==> config.mk <==
export PLATFORM = sky130hd
export DESIGN_NAME = uart_tx_fifo
export DESIGN_NICKNAME = d
export VERILOG_FILES = /design/src/rtl/uart_tx_fifo.sv
export SDC_FILE = /design/constraint.sdc
export NUM_CORES = 1
export LEC_CHECK = 0
export CAP_MARGIN = 20
export CELL_PAD_IN_SITES_DETAIL_PLACEMENT = 1
export CELL_PAD_IN_SITES_GLOBAL_PLACEMENT = 2
export CORE_ASPECT_RATIO = 1.2
export CORE_UTILIZATION = 43
export CTS_CLUSTER_DIAMETER = 100
export CTS_CLUSTER_SIZE = 8
export DETAILED_ROUTE_END_ITERATION = 8
export GPL_ROUTABILITY_DRIVEN = 0
export HOLD_SLACK_MARGIN = 0.06
export PLACE_DENSITY_LB_ADDON = 0.1
export SLEW_MARGIN = 15
export SYNTH_ARGS = -nofsm -noshare
export SYNTH_HDL_FRONTEND = slang
export SYNTH_SLANG_ARGS = --single-unit
==> constraint.sdc <==
create_clock -name sysclk -period 3.2 [get_ports sysclk]
set_input_delay 0.48 -clock sysclk [delete_from_list [all_inputs] [get_ports sysclk]]
set_output_delay 0.48 -clock sysclk [all_outputs]
set_load 0.03 [all_outputs]
==> src/rtl/uart_tx_fifo.sv <==
`default_nettype none
// ============================================================================
// Module   : uart_tx_fifo
// Purpose  : UART transmitter with a power-of-two transmit FIFO. Words are
//            accepted over a valid/ready handshake, buffered, and sent as
//            start / data (LSB first) / optional parity / stop bits on an
//            idle-high line. Frames run back-to-back while enable is high and
//            the FIFO holds data.
// Option   : define UART_TX_PARITY_EN to insert a parity bit after the data
//            bits (even parity, or odd when PARITY_ODD=1).
// Ports    : sysclk      system clock, rising edge
//            reset       synchronous active-high reset
//            tx_data     word to transmit
//            tx_valid    tx_data valid this cycle
//            tx_ready    FIFO not full (from registered count)
//            enable      permits starting a new frame
//            fifo_count  words currently buffered
//            busy        a frame is on the line
//            done        one-cycle pulse on the last cycle of the frame
//            UART_TX     serial line, idle high, registered
// Revision : 1.0  initial release
// ============================================================================
module uart_tx_fifo #(
  parameter int CLKS_PER_BIT = 434,
  parameter int DATA_BITS    = 8,
  parameter int STOP_BITS    = 1,
  parameter int FIFO_DEPTH   = 8,
  parameter int PARITY_ODD   = 0
) (
  input  logic                        sysclk,
  input  logic                        reset,
  input  logic [DATA_BITS-1:0]        tx_data,
  input  logic                        tx_valid,
  output logic                        tx_ready,
  input  logic                        enable,
  output logic [$clog2(FIFO_DEPTH):0] fifo_count,
  output logic                        busy,
  output logic                        done,
  output logic                        UART_TX
);

  localparam int c_AW = $clog2(FIFO_DEPTH);
  localparam int c_BW = $clog2(CLKS_PER_BIT);

  localparam logic [c_BW-1:0] c_BAUD_RELOAD = c_BW'(CLKS_PER_BIT - 1);
  localparam logic [3:0]      c_LAST_DATA   = 4'(DATA_BITS - 1);
  localparam logic [3:0]      c_LAST_STOP   = 4'(STOP_BITS - 1);
  localparam logic [c_AW:0]   c_FULL        = (c_AW + 1)'(FIFO_DEPTH);

  // Elaboration-time parameter legality check.
  if ((CLKS_PER_BIT < 2) || (DATA_BITS < 5) || (DATA_BITS > 9) ||
      (STOP_BITS < 1) || (STOP_BITS > 2) || (FIFO_DEPTH < 2) ||
      ((FIFO_DEPTH & (FIFO_DEPTH - 1)) != 0) ||
      ((PARITY_ODD != 0) && (PARITY_ODD != 1))) begin : g_bad_params
    $error("uart_tx_fifo: illegal parameter combination");
  end

  typedef enum logic [2:0] {
    S_IDLE   = 3'd0,
    S_START  = 3'd1,
    S_DATA   = 3'd2,
    S_PARITY = 3'd3,
    S_STOP   = 3'd4
  } state_t;

  // FIFO storage
  logic [DATA_BITS-1:0] r_mem [FIFO_DEPTH];
  logic [c_AW-1:0]      r_wr_ptr;
  logic [c_AW-1:0]      r_rd_ptr;
  logic [c_AW:0]        r_count;

  // Transmitter
  state_t               r_state;
  logic [c_BW-1:0]      r_baud;
  logic [3:0]           r_bit_idx;
  logic [DATA_BITS-1:0] r_shift;
  logic                 r_tx;
  logic                 r_busy;
  logic                 r_done;

  logic                 w_push;
  logic                 w_pop;
  logic                 w_empty;
  logic                 w_bit_end;
  logic                 w_last_stop;
  logic                 w_line;
  logic [DATA_BITS-1:0] w_head;

  // Ready depends only on the registered count, so a pop never frees a slot
  // for a push in the same cycle.
  assign tx_ready    = (r_count != c_FULL);
  assign w_empty     = (r_count == '0);
  assign w_push      = tx_valid && tx_ready;
  assign w_head      = r_mem[r_rd_ptr];
  assign w_bit_end   = (r_baud == '0);
  assign w_last_stop = (r_state == S_STOP) && w_bit_end && (r_bit_idx == c_LAST_STOP);
  // A pop starts a frame from IDLE or chains directly off the final stop bit.
  assign w_pop       = enable && !w_empty && ((r_state == S_IDLE) || w_last_stop);

  assign fifo_count  = r_count;
  assign busy        = r_busy;
  assign done        = r_done;
  assign UART_TX     = r_tx;

  always_ff @(posedge sysclk) begin
    if (w_push) begin
      r_mem[r_wr_ptr] <= tx_data;
    end
  end

  always_ff @(posedge sysclk) begin
    if (reset) begin
      r_wr_ptr <= '0;
      r_rd_ptr <= '0;
      r_count  <= '0;
    end else begin
      if (w_push) r_wr_ptr <= r_wr_ptr + 1'b1;
      if (w_pop)  r_rd_ptr <= r_rd_ptr + 1'b1;
      case ({w_push, w_pop})
        2'b10:   r_count <= r_count + 1'b1;
        2'b01:   r_count <= r_count - 1'b1;
        default: r_count <= r_count;
      endcase
    end
  end

`ifdef UART_TX_PARITY_EN
  localparam logic c_PAR_INV = (PARITY_ODD != 0);
  logic r_parity;

  // Parity is computed once per word as it leaves the FIFO.
  always_ff @(posedge sysclk) begin
    if (reset) begin
      r_parity <= 1'b0;
    end else if (w_pop) begin
      r_parity <= (^w_head) ^ c_PAR_INV;
    end
  end
`endif

  // Line level for the current state; registered below so UART_TX is glitch
  // free and busy/done stay aligned with it.
  always_comb begin
    w_line = 1'b1;
    case (r_state)
      S_START:  w_line = 1'b0;
      S_DATA:   w_line = r_shift[0];
`ifdef UART_TX_PARITY_EN
      S_PARITY: w_line = r_parity;
`endif
      default:  w_line = 1'b1;
    endcase
  end

  always_ff @(posedge sysclk) begin
    if (reset) begin
      r_state   <= S_IDLE;
      r_baud    <= '0;
      r_bit_idx <= '0;
      r_shift   <= '0;
      r_tx      <= 1'b1;
      r_busy    <= 1'b0;
      r_done    <= 1'b0;
    end else begin
      r_tx   <= w_line;
      r_busy <= (r_state != S_IDLE);
      r_done <= w_last_stop;
      if (w_pop) begin
        r_shift <= w_head;
        r_baud  <= c_BAUD_RELOAD;
        r_state <= S_START;
      end else begin
        case (r_state)
          S_IDLE: begin
            r_bit_idx <= '0;
          end
          S_START: begin
            if (w_bit_end) begin
              r_baud    <= c_BAUD_RELOAD;
              r_bit_idx <= '0;
              r_state   <= S_DATA;
            end else begin
              r_baud <= r_baud - 1'b1;
            end
          end
          S_DATA: begin
            if (w_bit_end) begin
              r_baud  <= c_BAUD_RELOAD;
              r_shift <= r_shift >> 1;
              if (r_bit_idx == c_LAST_DATA) begin
                r_bit_idx <= '0;
`ifdef UART_TX_PARITY_EN
                r_state   <= S_PARITY;
`else
                r_state   <= S_STOP;
`endif
              end else begin
                r_bit_idx <= r_bit_idx + 1'b1;
              end
            end else begin
              r_baud <= r_baud - 1'b1;
            end
          end
`ifdef UART_TX_PARITY_EN
          S_PARITY: begin
            if (w_bit_end) begin
              r_baud    <= c_BAUD_RELOAD;
              r_bit_idx <= '0;
              r_state   <= S_STOP;
            end else begin
              r_baud <= r_baud - 1'b1;
            end
          end
`endif
          S_STOP: begin
            if (w_bit_end) begin
              if (r_bit_idx == c_LAST_STOP) begin
                r_state <= S_IDLE;
              end else begin
                r_bit_idx <= r_bit_idx + 1'b1;
                r_baud    <= c_BAUD_RELOAD;
              end
            end else begin
              r_baud <= r_baud - 1'b1;
            end
          end
          default: r_state <= S_IDLE;
        endcase
      end
    end
  end

endmodule
`default_nettype wire

* Word-level counts from Yosys, hierarchy flattened *
Memory sizes are Yosys's and may differ from the RTL's. A register that Yosys moved wholly into a read port is not among the register bits.
Cells that the tools add are included.

storage, ports and cells
  register bits = 37
  RAM bits = 64
  bits of input ports = 12
  output and inout bits = 8
  word-level logic and storage cells = 95
  memories kept = 1

memory list
  memory  depth  width  read ports  clocked after Yosys merged registers in  write ports  RTL line  RTL
  r_mem   8      8      1           1                                        1            67        logic [DATA_BITS-1:0] r_mem [FIFO_DEPTH];

cells by class
  $add $sub $neg = 6
  equality and inequality tests = 21
  mux-type cells = 27
  bitwise operators = 2
  reductions and logical operators = 26

operator list
  operator                                                                number
  9-bit 2-to-1 mux                                                        4
  8-bit 2-to-1 mux                                                        3
  3-bit 2-to-1 mux                                                        7
  4-bit 2-to-1 mux                                                        5
  9-bit case mux with 2 select lines                                      1
  6-bit AND reduction                                                     3
  4-bit case mux with 4 select lines                                      1
  3-bit inequality test (second input constant)                           5
  2-bit inequality test (second input constant)                           6
  3-bit case mux with 4 select lines                                      1
  9-bit logical NOT                                                       1
  9-bit by 1-bit subtractor with 9-bit output (second input constant)     1
  4-bit by 1-bit adder with 4-bit output (second input constant)          2
  4-bit logical NOT                                                       2
  4-bit inequality test (second input constant)                           2
  4-bit case mux with 2 select lines                                      1
  2-bit nonzero test                                                      4
  3-bit by 1-bit adder with 3-bit output (second input constant)          2
  2-bit AND reduction                                                     3
  3-bit nonzero test                                                      2
  1-bit logical AND                                                       5
  4-bit by 3-bit equality test with 1-bit output (second input constant)  1
  4-bit nonzero test                                                      1
  2-bit OR reduction                                                      2
  other kinds (14)                                                        17

* Logic depth before layout (Yosys ltp) *
  depth after elaboration = 7
  depth in mapped cells = 15
  depth with buffers taken out = 13

* Least setup slack after synthesis *
Ideal clock, no wire load.

  path type = flip-flop to flip-flop
  start = register r_baud[0]
  end = register r_count[2], in the netlist fifo_count[2]
  setup time = 71 ps
  arrival = 2626 ps
  data required time = 3129 ps
  slack = 503 ps
  cell stages (with the launch flop) = 16
  path buffers = 2
  period minus slack after synthesis = 2697 ps
  cell sequence = dfxtp_1 inv_1 ha_1 nor4b_2 nand4_1 a21o_1 buf_6 clkinv_2 buf_6 ha_1 xor2_1 ha_1 a21oi_1 xor2_1 or3_1 a21oi_1

between the ends
  cells in the longest elaborated chain, start to end = 7

RTL lines
  what                                                                                          RTL line  RTL
  start, declared                                                                               74        logic [c_BW-1:0] r_baud;
  start signal, assigned                                                                        170       r_baud <= c_BAUD_RELOAD;
  start signal, assigned                                                                        179       r_baud <= c_BAUD_RELOAD;
  start signal, assigned                                                                        183       r_baud <= r_baud - 1'b1;
  9-bit logical NOT (*)                                                                         95        assign w_bit_end = (r_baud == '0);
  1-bit logical AND (*) (2 in a row)                                                            96        assign w_last_stop = (r_state == S_STOP) && w_bit_end && (r_bit_idx == c_LAST_STOP);
  1-bit logical OR (*)                                                                          98        assign w_pop = enable && !w_empty && ((r_state == S_IDLE) || w_last_stop);
  1-bit logical AND (*)                                                                         98
  net w_pop                                                                                     82        logic w_pop;
  2-bit by 1-bit equality test with 1-bit output / 2-bit equality test (equally long branches)  119       case ({w_push, w_pop})
  4-bit case mux with 2 select lines / 2-bit nonzero test (equally long branches)               --
  end signal, assigned                                                                          120       2'b10: r_count <= r_count + 1'b1;
  end signal, assigned                                                                          121       2'b01: r_count <= r_count - 1'b1;
  end signal, assigned                                                                          122       default: r_count <= r_count;
  end, declared                                                                                 70        logic [c_AW:0] r_count;

The timed path passes the listed nets; every way through them passes the cells marked *.
A chain may end at the register's enable or synchronous reset.

* Worst setup path in the final report *
  start = register r_baud[0]
  end = register r_count[2], in the netlist fifo_count[2]

between the ends
  cells in the longest elaborated chain, start to end = 7

RTL lines
  what                                                                                          RTL line
  9-bit logical NOT (*)                                                                         95
  1-bit logical AND (*) (2 in a row)                                                            96
  1-bit logical OR (*)                                                                          98
  1-bit logical AND (*)                                                                         98
  2-bit by 1-bit equality test with 1-bit output / 2-bit equality test (equally long branches)  119
  4-bit case mux with 2 select lines / 2-bit nonzero test (equally long branches)               --

Every way passes the cells marked *; elsewhere a longest branch is shown, timed or not.

==> impl_metrics.toml <==
[sta]
fin_tns_setup_ps = 0
rsz0062_at_grt = "no"
fin_skew_ps = 7.65
layout_min_cycle_time_ps = 2890
timing.fmax_mhz = 346
tightest_slew_ps = 806
holdWs_ps = 479
fin_crit_sh = 0.902
slew_headroom = 0.461
hold_viol = 0
setup-violations-final = 0
fin_ws_ps = 312
slew_violations = 0

[critical_path]
ff2ff_setup_slack_ps = 310
crit_fanout = 12
path_cells = "inv_1 -> ha_1 -> nor4b_2 -> nand4_1 -> a21o_1 -> clkinv_2 -> ha_1 -> xor2_1 -> ha_1 -> a21oi_1 -> xor2_1 -> or3_1 -> a21oi_1"
cp_num_buf_inv = 2
cp_slowest_cell = "dfxtp_1"
crit_top_cell = "ha_1"
start_kind = "flip-flop"
path_class = "reg2reg"
path_delay_family = "simple AND/OR/NAND/NOR gates"
required_ps = 3480
crit_path_max_incr_delay_ps = 350
worstPathArrival_ps = 3170
endpoint_kind = "flip-flop"

[yosys]
ys_types = 53
synthesis.nets = 361
yosys.cell_count.top_type = "edfxtp_1"
yosysTopAreaCell = "edfxtp_1"
syn_area_um2 = 4530
ys_seq_area_frac = 0.601
synth_warnings = 0
synthFlopType = "edfxtp_1"
synth_common_cells = "64 x edfxtp_1, 40 x dfxtp_1, 22 x nor2_1"
netlist_instances = 340
synth-seq-cells = 104
synth_top_cell_area_share = 0.424
synth-edff-count = 64
yosys-top-cells-area = "edfxtp_1 42%, dfxtp_1 18%, mux4_2 7.9%"
synth_area_per_cell_um2 = 13.3
async_flop_share = 0

[finish]
drive_gt1_frac = 0.151
final_util = 0.510
diodes = 0
post_layout_nonfiller_instances = 491
area_growth_pct = 13.7
design_area_um2 = 5150
nets = 381
fillers = 995

[global_route]
grt_pass1_wl_um = 14600
antenna_found_initial = 0
overflow = 0
grt_usage = 0.180
grt_max_degree = 34
grt_pass1_vias = 2994

[cts]
numCtsBuffers = 9
htreeDepth = 3
cts_resized = 0
clkTransAtPathRegs_ps = 80
clock_path_buffers = 2
ctsHoldBuffers = 0
cts_tree = "built"
clock_sinks = 104
cts_root_buf = "clkbuf_16"
cts_setup_buffers = 0
clock_latency_ps = 340

[hold_path]
hold_path.class = "reg2reg"

[drt]
ant_nets = 0
routed_via_density = 5.56
drc = 0
wl_um = 8760
drt_iter0_drc = 64
first_pass_iters = 4
post_drt_wl_per_cell_um = 17.8
vias = 2728

[floorplan]
rows = 40
die_x_um = 95.7
initial_utilization = 0.448
die_height_um = 114
io_pins = 20
die_area_um2 = 11000
core_um2 = 10100

[job]
maxCapViolations = 0

[outcome]
status = "finished, final reports clean"

[power]
ir_drop_mv = 0.426
totalPowerFinal_mw = 4.35
power_density_nw_per_um2 = 844
power.leakage_nw = 1.74

[placement]
hpwl_um = 6350
place_area_um2 = 4840
dp_slack_ps = 235
portBuffers = 19
dp.cells = 475
## sequential cells by signal, summed over array words and instances (netlist names), named ones only
name / count
r_state: 3
r_rd_ptr: 3
r_mem: 64
r_wr_ptr: 3
fifo_count: 4
r_baud: 9
busy: 1
UART_TX: 1
done: 1
r_shift: 8
r_bit_idx: 4
## final timing paths
path | cells past startpoint | startpoint | end
setup / recovery | 13 | r_baud[0] | fifo_count[2]
hold / removal | 2 | r_shift[7] | r_shift[7]
setup reg to reg | 13 | r_baud[0] | fifo_count[2]
hold reg to reg | 2 | r_shift[7] | r_shift[7]
## layout make-up
type	count	area, µm²	share of cell area
sequential	104	2720	0.528
multi-input combinational	207	1670	0.323
timing repair buffer	28	258	0.0500
clock buffer	9	225	0.0437
tap	126	158	0.0306
clock inverter	7	83.8	0.0163
inverter	10	38.8	0.00753
## metal layers
layer  wire length (µm)  part of all wire  up-vias  GRT usage
met5                  0                 0        -          0
met4                143             0.016        0     0.0786
met3                124             0.014        8     0.0232
met2               4670              0.53       23      0.325
met1               3820              0.44     1359      0.210
li1                   -                 -     1338          -
## placed cells by master (no fill, tap or decap), drive strengths merged, types with 13 or more instances in the layout
cell / n
inv: 13
edfxtp: 64
nor3: 14
clkdlybuf4s50: 19
a211oi: 16
nor2: 22
nand2: 19
a21oi: 20
mux4: 16
dfxtp: 40
## power by group
group          total (mW)  switching (mW)  internal (mW)  leakage (nW)
Sequential           1.81           0.194           1.61         0.908
Clock                1.14           0.513          0.622         0.149
Combinational        1.40           0.790          0.613         0.687
Total                4.35            1.50           2.85          1.74
## worst min-delay path, stage by stage (launching register included)
cell and delay [ps]:
dfxtp_1 310, nand3_1 60, a21oi_1 60
## cell families after synthesis
logic type / after synthesis / share of synthesized area
AOI/OAI and AO/OA: 62 / 0.0996
and+or+nand+nor: 103 / 0.127
adders and majority gates: 10 / 0.0273
DFF: 104 / 0.601
buffers and inverters: 29 / 0.0323
xor gates and xnor gates: 7 / 0.0135
muxes: 25 / 0.0999
(Power assumes the default switching activity.)
